<file path="config.mk">
export PLATFORM = sky130hd
export DESIGN_NAME = mac_slave
export DESIGN_NICKNAME = d
export VERILOG_FILES = /design/src/rtl/soc_bus_pkg.sv /design/src/rtl/mac_mul8.sv /design/src/rtl/mac_slave.sv
export SDC_FILE = /design/constraint.sdc
export NUM_CORES = 1
export LEC_CHECK = 0
export ABC_AREA = 1
export CAP_MARGIN = 10
export CORE_MARGIN = 2
export CORE_UTILIZATION = 56
export DETAILED_ROUTE_END_ITERATION = 8
export GPL_ROUTABILITY_DRIVEN = 0
export PLACE_DENSITY = 0.8
export SKIP_CTS_REPAIR_TIMING = 1
export SYNTH_ARGS = -nofsm -noshare
export SYNTH_HDL_FRONTEND = slang
export SYNTH_SLANG_ARGS = --single-unit
</file>
<file path="constraint.sdc">
create_clock -name clk -period 2.1 [get_ports clk]
set_clock_uncertainty 0.1 [all_clocks]
set_input_delay 0.315 -clock clk [delete_from_list [all_inputs] [get_ports clk]]
set_output_delay 0.315 -clock clk [all_outputs]
set_load 0.005 [all_outputs]
</file>
<file path="src/rtl/soc_bus_pkg.sv">
// Shared definitions for the slaves on the chip's master bus: bus width, slave IDs, MAC engine types.
// Latency: n/a (constants and types only).
// Backpressure: n/a.
package soc_bus_pkg;

    localparam int DATA_W  = 32;
    localparam int SLV_MAC = 0;
    localparam int SLV_FFT = 1;

    // MAC engine geometry
    localparam int N_WORDS = 8;
    localparam int CNT_W   = $clog2(N_WORDS);
    localparam int PROD_W  = 16;
    // 8 * 255 * 255 = 520200 fits in 20 bits
    localparam int ACC_W   = 20;

    typedef enum logic [1:0] {
        MAC_IDLE,
        MAC_ACC,
        MAC_DONE,
        MAC_REL
    } mac_state_t;

endpackage

</file>
<file path="src/rtl/mac_mul8.sv">
// 8x8 unsigned multiplier for the MAC engine, optionally registered (MAC_PIPE_EN).
// Latency: 0 cycles by default, 1 cycle with MAC_PIPE_EN defined.
// Backpressure: none; a new operand pair is accepted every cycle.
// Ports: clk, rst (async active-low), a/b operands, prod result.
module mac_mul8
    import soc_bus_pkg::*;
(
    input  logic              clk,
    input  logic              rst,
    input  logic [7:0]        a,
    input  logic [7:0]        b,
    output logic [PROD_W-1:0] prod
);

`ifdef MAC_PIPE_EN
    always_ff @(posedge clk or negedge rst) begin
        if (!rst) begin
            prod <= '0;
        end else begin
            prod <= a * b;
        end
    end
`else
    logic unused_clk_rst;
    assign unused_clk_rst = clk ^ rst;
    assign prod = a * b;
`endif

endmodule

</file>
<file path="src/rtl/mac_slave.sv">
// Bus slave 0: accumulates byte[15:8]*byte[7:0] over an 8-word burst, returns the sum with a 1-cycle ack.
// Latency: ack high between the 9th and 10th edge after the first sample (one edge later with MAC_PIPE_EN).
// Backpressure: none; one word is consumed per cycle while sel is high, dropping sel mid-burst aborts.
// Ports: clk, rst (async active-low), sel (granted and slave_id==0), s_data_in (bits [31:16] ignored),
//        s_data_out (result, zero unless ack), ack (result-valid pulse).
// Build option: MAC_PIPE_EN registers the multiplier output.
module mac_slave
    import soc_bus_pkg::*;
(
    input  logic              clk,
    input  logic              rst,
    input  logic              sel,
    input  logic [DATA_W-1:0] s_data_in,
    output logic [DATA_W-1:0] s_data_out,
    output logic              ack
);

`ifdef MAC_PIPE_EN
    localparam bit PIPE = 1'b1;
`else
    localparam bit PIPE = 1'b0;
`endif

    mac_state_t        state, state_nxt;
    logic [CNT_W-1:0]  cnt, cnt_nxt;
    logic [ACC_W-1:0]  acc, acc_nxt;
    logic [DATA_W-1:0] dout_nxt;
    logic              ack_nxt;
    // set once the last registered product has been folded into acc
    logic              drain, drain_nxt;
    logic [PROD_W-1:0] prod;
    logic [ACC_W-1:0]  prod_ext;

    logic unused_hi;
    assign unused_hi = ^s_data_in[DATA_W-1:16];

    mac_mul8 u_mul (
        .clk  (clk),
        .rst  (rst),
        .a    (s_data_in[15:8]),
        .b    (s_data_in[7:0]),
        .prod (prod)
    );

    assign prod_ext = {{(ACC_W-PROD_W){1'b0}}, prod};

    always_ff @(posedge clk or negedge rst) begin
        if (!rst) begin
            state      <= MAC_IDLE;
            cnt        <= '0;
            acc        <= '0;
            s_data_out <= '0;
            ack        <= 1'b0;
            drain      <= 1'b0;
        end else begin
            state      <= state_nxt;
            cnt        <= cnt_nxt;
            acc        <= acc_nxt;
            s_data_out <= dout_nxt;
            ack        <= ack_nxt;
            drain      <= drain_nxt;
        end
    end

    always_comb begin
        state_nxt = state;
        cnt_nxt   = cnt;
        acc_nxt   = acc;
        dout_nxt  = '0;
        ack_nxt   = 1'b0;
        drain_nxt = 1'b0;
        case (state)
            MAC_IDLE: begin
                cnt_nxt = '0;
                acc_nxt = '0;
                if (sel) begin
                    // with a registered multiplier word0's product arrives on the next edge
                    acc_nxt   = PIPE ? '0 : prod_ext;
                    cnt_nxt   = CNT_W'(1);
                    state_nxt = MAC_ACC;
                end
            end
            MAC_ACC: begin
                if (!sel) begin
                    acc_nxt   = '0;
                    cnt_nxt   = '0;
                    state_nxt = MAC_IDLE;
                end else begin
                    acc_nxt = acc + prod_ext;
                    cnt_nxt = cnt + CNT_W'(1);
                    if (cnt == CNT_W'(N_WORDS - 1)) begin
                        state_nxt = MAC_DONE;
                    end
                end
            end
            MAC_DONE: begin
                // completes regardless of sel so a granted burst always gets its ack
                if (PIPE && !drain) begin
                    acc_nxt   = acc + prod_ext;
                    drain_nxt = 1'b1;
                end else begin
                    dout_nxt  = {{(DATA_W-ACC_W){1'b0}}, acc};
                    ack_nxt   = 1'b1;
                    state_nxt = MAC_REL;
                end
            end
            MAC_REL: begin
                acc_nxt = '0;
                cnt_nxt = '0;
                // wait for the grant to drop so the same grant cannot start a second burst
                if (!sel) begin
                    state_nxt = MAC_IDLE;
                end
            end
            default: begin
                state_nxt = MAC_IDLE;
            end
        endcase
    end

endmodule

</file>
==> impl_metrics.ini, run 1 <==
[placed_design]
place_area_sq_um = 6690
dp_hpwl_mm = 10.6
port_buffers = 39

[global_routing]
grt_overflow = 0
grt_pass1_vias = 5064
grtUsageTotal_pct = 26.1
grt_start_max_net_pins = 47
grt_pass1_wl_mm = 22.1
antenna_found_initial = 0

[clocking]
cts_root_buffer = clkbuf_8
cts_sinks = 46
cts_tree = built
path_clk_slew_ns = 0.09
h-tree-depth = 2
insertion_delay_ns = 0.32
cts_buffers = 5
cts_max_path_buffers = 2

[timing]
fmax_mhz = 204
setup_violations = 17
slew_viol_final = 0
holdWs_ns = -0.0351
final_hold_viol_count = 46
tns_ns = -39.54
period_needed_ns = 4.91
relSlewSlack_pct = 61.5
worstMarginPinSlew_ns = 0.578
rsz0062_at_grt = yes
setup_slack_ns = -2.81
finalCritPeriodShare_pct = 234

[floorplanning]
initial_core_util_pct = 58.3
core_sq_um = 9330
design.portCount = 68
num_rows = 35
die_w_um = 103
die_h_um = 103
die_area_sq_um = 10500

[critical_path]
critPathKind = in2reg
crit_buf_inv = 5
critical_path.max_fanout = 6
crit_family = adder cells
start_kind = input pin
worstPathRequired_ns = 2.21
max_stage_delay_ns = 0.54
critPathSlowestCell = fa_1
arrival_ns = 5.02
cpMostUsedCell = fa_1
critPathCaptureType = register

[logic_synthesis]
avgSynthCellArea_sq_um = 6.81
synth_seq_area_share_pct = 21.2
yosys_warnings = 0
ys_ff_latch = 46
synth.cell_area_sq_um = 5440
synthCells = 798
synth.distinct_cells = 36

[finish]
final_util_pct = 81.4
final_area_sq_um = 7590
fin_nets = 1026
layout_commonest_cell = nand2_1
layout-drive-gt1-share_pct = 36.1
final_cell_mix = 178 x nand2_1, 156 x inv_1, 70 x buf_4
syn_to_final_growth_pct = 39.6
diodes = 0
fillers = 508

[run]
drv_cap = 0

[drt]
via_count = 5889
antenna_left = 0
vias_per_cell = 5.72
drt_wl_total_mm = 18.4
drt-wirelength-per-cell_um = 17.8
drt-initial-drc-count = 570
dr.pass1.iters = 8
route.detailed.drc = 0

[power_and_ir_drop]
p_per_area_nw_per_um2 = 1640
ir_worst_vdd_mv = 1.03
p_total_w = 0.0124
p_leak_nw = 4.32

[worst_hold_path]
hold_path_class = in2async

[outcome]
violations = negative hold slack, negative setup slack
outcome = finished, violations left
==> metal layers <==
| metal | GRT usage (%) | wire [um] |
|---|---|---|
| met4 | 7.38 | 1340 |
| met1 | 34.2 | 6460 |
| met2 | 45.7 | 8790 |
| met5 | 0 | 0 |
| met3 | 3.19 | 1800 |
==> layout make-up <==
| type | count | area, sq um | share of cell area (%) |
|---|---|---|---|
| clock inverter | 2 | 60.1 | 0.791 |
| timing repair buffer | 118 | 1050 | 13.8 |
| clock buffer | 6 | 82.6 | 1.09 |
| multi-input combinational | 527 | 4330 | 57.0 |
| inverter | 202 | 763 | 10.1 |
| sequential | 46 | 1150 | 15.2 |
| tap | 129 | 161 | 2.13 |
==> synthesized netlist by cell type, drive strengths merged <==
| library cell | number | area share, % |
|---|---|---|
| nand3b | 3 | 0.41 |
| xor2 | 4 | 0.64 |
| nor3 | 3 | 0.28 |
| and2 | 5 | 0.58 |
| o21bai | 1 | 0.14 |
| xnor2 | 8 | 1.4 |
| buf | 19 | 2.5 |
| clkbuf | 15 | 1.0 |
| inv | 202 | 14 |
| o21ai | 16 | 1.5 |
| fa | 37 | 14 |
| a21o | 2 | 0.28 |
| conb | 1 | 0.069 |
| ha | 54 | 12 |
| dfrtp | 46 | 21 |
| or2 | 1 | 0.12 |
| a22oi | 2 | 0.28 |
| nand4 | 6 | 0.69 |
| a21oi | 21 | 2.2 |
| nand2 | 257 | 18 |
| a22o | 2 | 0.32 |
| nand3 | 47 | 4.7 |
| o22ai | 1 | 0.12 |
| nor2 | 45 | 3.6 |
==> power by group <==
part	switching, W	total, W	internal [W]
Combinational	0.00591	0.0104	0.00453
Sequential	0.000135	0.00114	0.00100
Clock	0.000332	0.000839	0.000508
==> worst reg2reg max path, stage by stage (launching register included) <==
cell and delay [ns]:
dfrtp_1 0.36, ha_1 0.16, inv_1 0.05, fa_1 0.39
inv_1 0.10, nand3_1 0.07, nand3_1 0.16, nand2_2 0.08
nand3_2 0.08, nand3b_1 0.15, nand2_1 0.12, nand2_1 0.06
nand3_1 0.10, nand2_1 0.08
==> logic make-up (layout without fill, tap and decap cells) <==
group           count (synthesis)  in the layout  synth area share, %
compound gates                 45             45                 4.81
xor+xnor                       12             12                 2.07
fa+ha+maj                      91             91                 26.1
buf+inv                       236            328                 17.5
flops                          46             46                 21.2
other cells                     1             12               0.0690
simple gates                  367            367                 28.3
==> path summary, 6_finish.rpt <==
kind,start,slack (ns),cells past startpoint,to
worst max-delay path,s_data_in[5],-2.81,25,acc[16]
worst min-delay path,rst,-0.04,2,s_data_out[15]
worst max register to register,acc[0],-0.08,13,acc[16]
worst min register to register,cnt[0],0.42,1,cnt[0]
max in group asynchronous,rst,1.53,2,acc[3]
min in group clk,cnt[0],0.42,1,cnt[0]
==> state kept, by name, summed over array words and instances (netlist names), named ones only <==
signal	cells
ack	1
state	1
cnt	3
acc	20
s_data_out	20
==> metrics by stage <==
step / worst slack [ns] / cells
after detailed placement: -3.36 / 1005
final: -2.81 / 1030
after floorplan: -2.45 / 809
after global placement: -3.26 / 1005
after CTS: -3.05 / 1013
after global routing: -2.97 / 1030
Note: power is estimated with default switching activity, not from simulation.
==> inputs of run 2 (changes only) <==
--- a/config.mk
+++ b/config.mk
@@ -10,7 +10,6 @@
 export CORE_MARGIN = 2
 export CORE_UTILIZATION = 56
 export DETAILED_ROUTE_END_ITERATION = 8
-export GPL_ROUTABILITY_DRIVEN = 0
 export PLACE_DENSITY = 0.8
 export SKIP_CTS_REPAIR_TIMING = 1
 export SYNTH_ARGS = -nofsm -noshare
==> impl_metrics.ini, run 2 (synthesis gave the netlist of run 1 again) <==
[power_and_ir_drop]
seqPwrFrac_pct = 10.0
p_leak_nw = 4.25
comb_power_share_pct = 84.1
pwr-share-clk_pct = 6.0
p_sw_share_pct = 50.9
p_sw_w = 0.00572
ir_worst_vdd_mv = 1.07
p_int_w = 0.00550
p_per_area_nw_per_um2 = 1520

[finish]
reg_top3 = acc: 20 flops, s_data_out: 20 flops, cnt: 3 flops
final_cell_mix = 183 x nand2_1, 162 x inv_1, 67 x buf_4
multi_input_area_sq_um = 4230
diodes = 0
fillers = 606
syn_to_final_growth_pct = 36.1
fin_nets = 1018
layout_commonest_cell = nand2_1
seqCellArea_sq_um = 1150
layout-drive-gt1-share_pct = 33.4
final_util_pct = 79.3

[placed_design]
gp_congestion = 1.01
dp_hpwl_mm = 10.8
port_buffers = 39

[clocking]
cts_sinks = 46
insertion_delay_ns = 0.31
cts_root_buffer = clkbuf_8
cts_tree = built
h-tree-depth = 2
cts_buffers = 5
path_clk_slew_ns = 0.08
cts_max_path_buffers = 2

[critical_path]
max_stage_delay_ns = 0.53
critical_path.max_fanout = 6
critPathCaptureType = register
crit_family = adder cells
worstPathRequired_ns = 2.20
arrival_ns = 4.79
critPathSlowestCell = fa_1
crit_buf_inv = 6
critPathKind = in2reg
crit_start = s_data_in[5]
timing.rr.start = acc[0]
start_kind = input pin

[outcome]
outcome = finished, violations left
violations = negative hold slack, negative setup slack

[worst_hold_path]
hold_path_class = in2async

[drt]
drt-initial-drc-count = 226
route.detailed.drc = 0
wl_met3_um = 824
wl_met1_mm = 6.12
drt_wl_total_mm = 14.6
via_count = 5367
wl_met2_mm = 7.12
top_layer_used = met4
dr.pass1.iters = 5
drt-wirelength-per-cell_um = 14.3
antenna_left = 0
vias_per_cell = 5.25

[floorplanning]
num_rows = 35
die_area_sq_um = 10500
die_w_um = 103
design.portCount = 68
die_h_um = 103
initial_core_util_pct = 58.3
core_sq_um = 9330

[run]
drv_cap = 0

[global_routing]
grt_overflow = 0
grt_start_max_net_pins = 47
grt_pass1_vias = 5172
antenna_found_initial = 0
grtUsageTotal_pct = 27.1
grt_pass1_wl_mm = 22.6

[timing]
setup_violations = 17
setup_slack_ns = -2.60
rsz0062_at_grt = yes
holdWs_ns = -0.0179
period_needed_ns = 4.70
tns_ns = -36.40
fmax_mhz = 213
relSlewSlack_pct = 61.8
slew_viol_final = 0
finalCritPeriodShare_pct = 224
worstMarginPinSlew_ns = 0.573
final_hold_viol_count = 45
run 2: cell count changes in the layout (fill, tap and decap cells not counted), moves of 4 or more:
cell / change
inv_1: +6
buf_6: -10
inv_2: -8
nand2_2: -7
ha_4: -4
nand2_1: +5
run 2: layer usage:
layer	global-route usage (%)	vias up
li1	-	2525
met1	34.9	2576
met2	46.1	214
met3	4.75	52
met4	9.33	0
met5	0	-
run 2: final timing paths:
| kind | endpoint | slack, ns | depth (start not counted) |
|---|---|---|---|
| worst min-delay path | s_data_out[12] | -0.02 | 2 |
| worst max register to register | acc[16] | -0.03 | 13 |
| max in group asynchronous | acc[12] | 1.53 | 2 |
| worst min register to register | cnt[1] | 0.42 | 1 |
| min in group clk | cnt[1] | 0.42 | 1 |
| worst max-delay path | acc[15] | -2.60 | 27 |
run 2: through the flow:
stage	area [sq um]	power, W	setup slack (ns)	hold WS, ns	cells
after floorplan	6020	0.00633	-2.45	-0.0806	809
after global placement	6660	0.00801	-3.24	0.325	1003
after detailed placement	6660	0.00823	-3.44	0.341	1003
after CTS	6780	0.00895	-3.13	0.0154	1011
after global routing	7400	0.0120	-2.85	0.0462	1022
final	7400	0.0112	-2.60	-0.0179	1022
run 2: area by class of cell:
cell class,count,area share (%)
Timing Repair Buffer,110,13.2
Tap cell,129,2.18
Clock buffer,5,0.930
Clock inverter,3,0.609
Sequential cell,46,15.6
Multi-Input combinational cell,527,57.2
Inverter,202,10.4
run 2: worst reg2reg max path: stages, from the launching register on:
cell	delay (ns)
dfrtp_1	0.37
ha_1	0.18
inv_1	0.06
fa_1	0.39
inv_1	0.09
nand3_1	0.07
nand3_1	0.16
nand2_2	0.10
nand3_2	0.09
nand3b_1	0.13
nand2_1	0.10
nand2_1	0.05
nand3_1	0.08
nand2_1	0.05
run 2: power groups by stage:
stage                     Combinational [W]  Sequential [W]  Clock (W)
after floorplan                     0.00524         0.00110          0
after global placement              0.00689         0.00112          0
final                               0.00943         0.00112   0.000669
after global routing                 0.0102         0.00113   0.000710
after detailed placement            0.00711         0.00112          0
after CTS                           0.00716         0.00110   0.000677
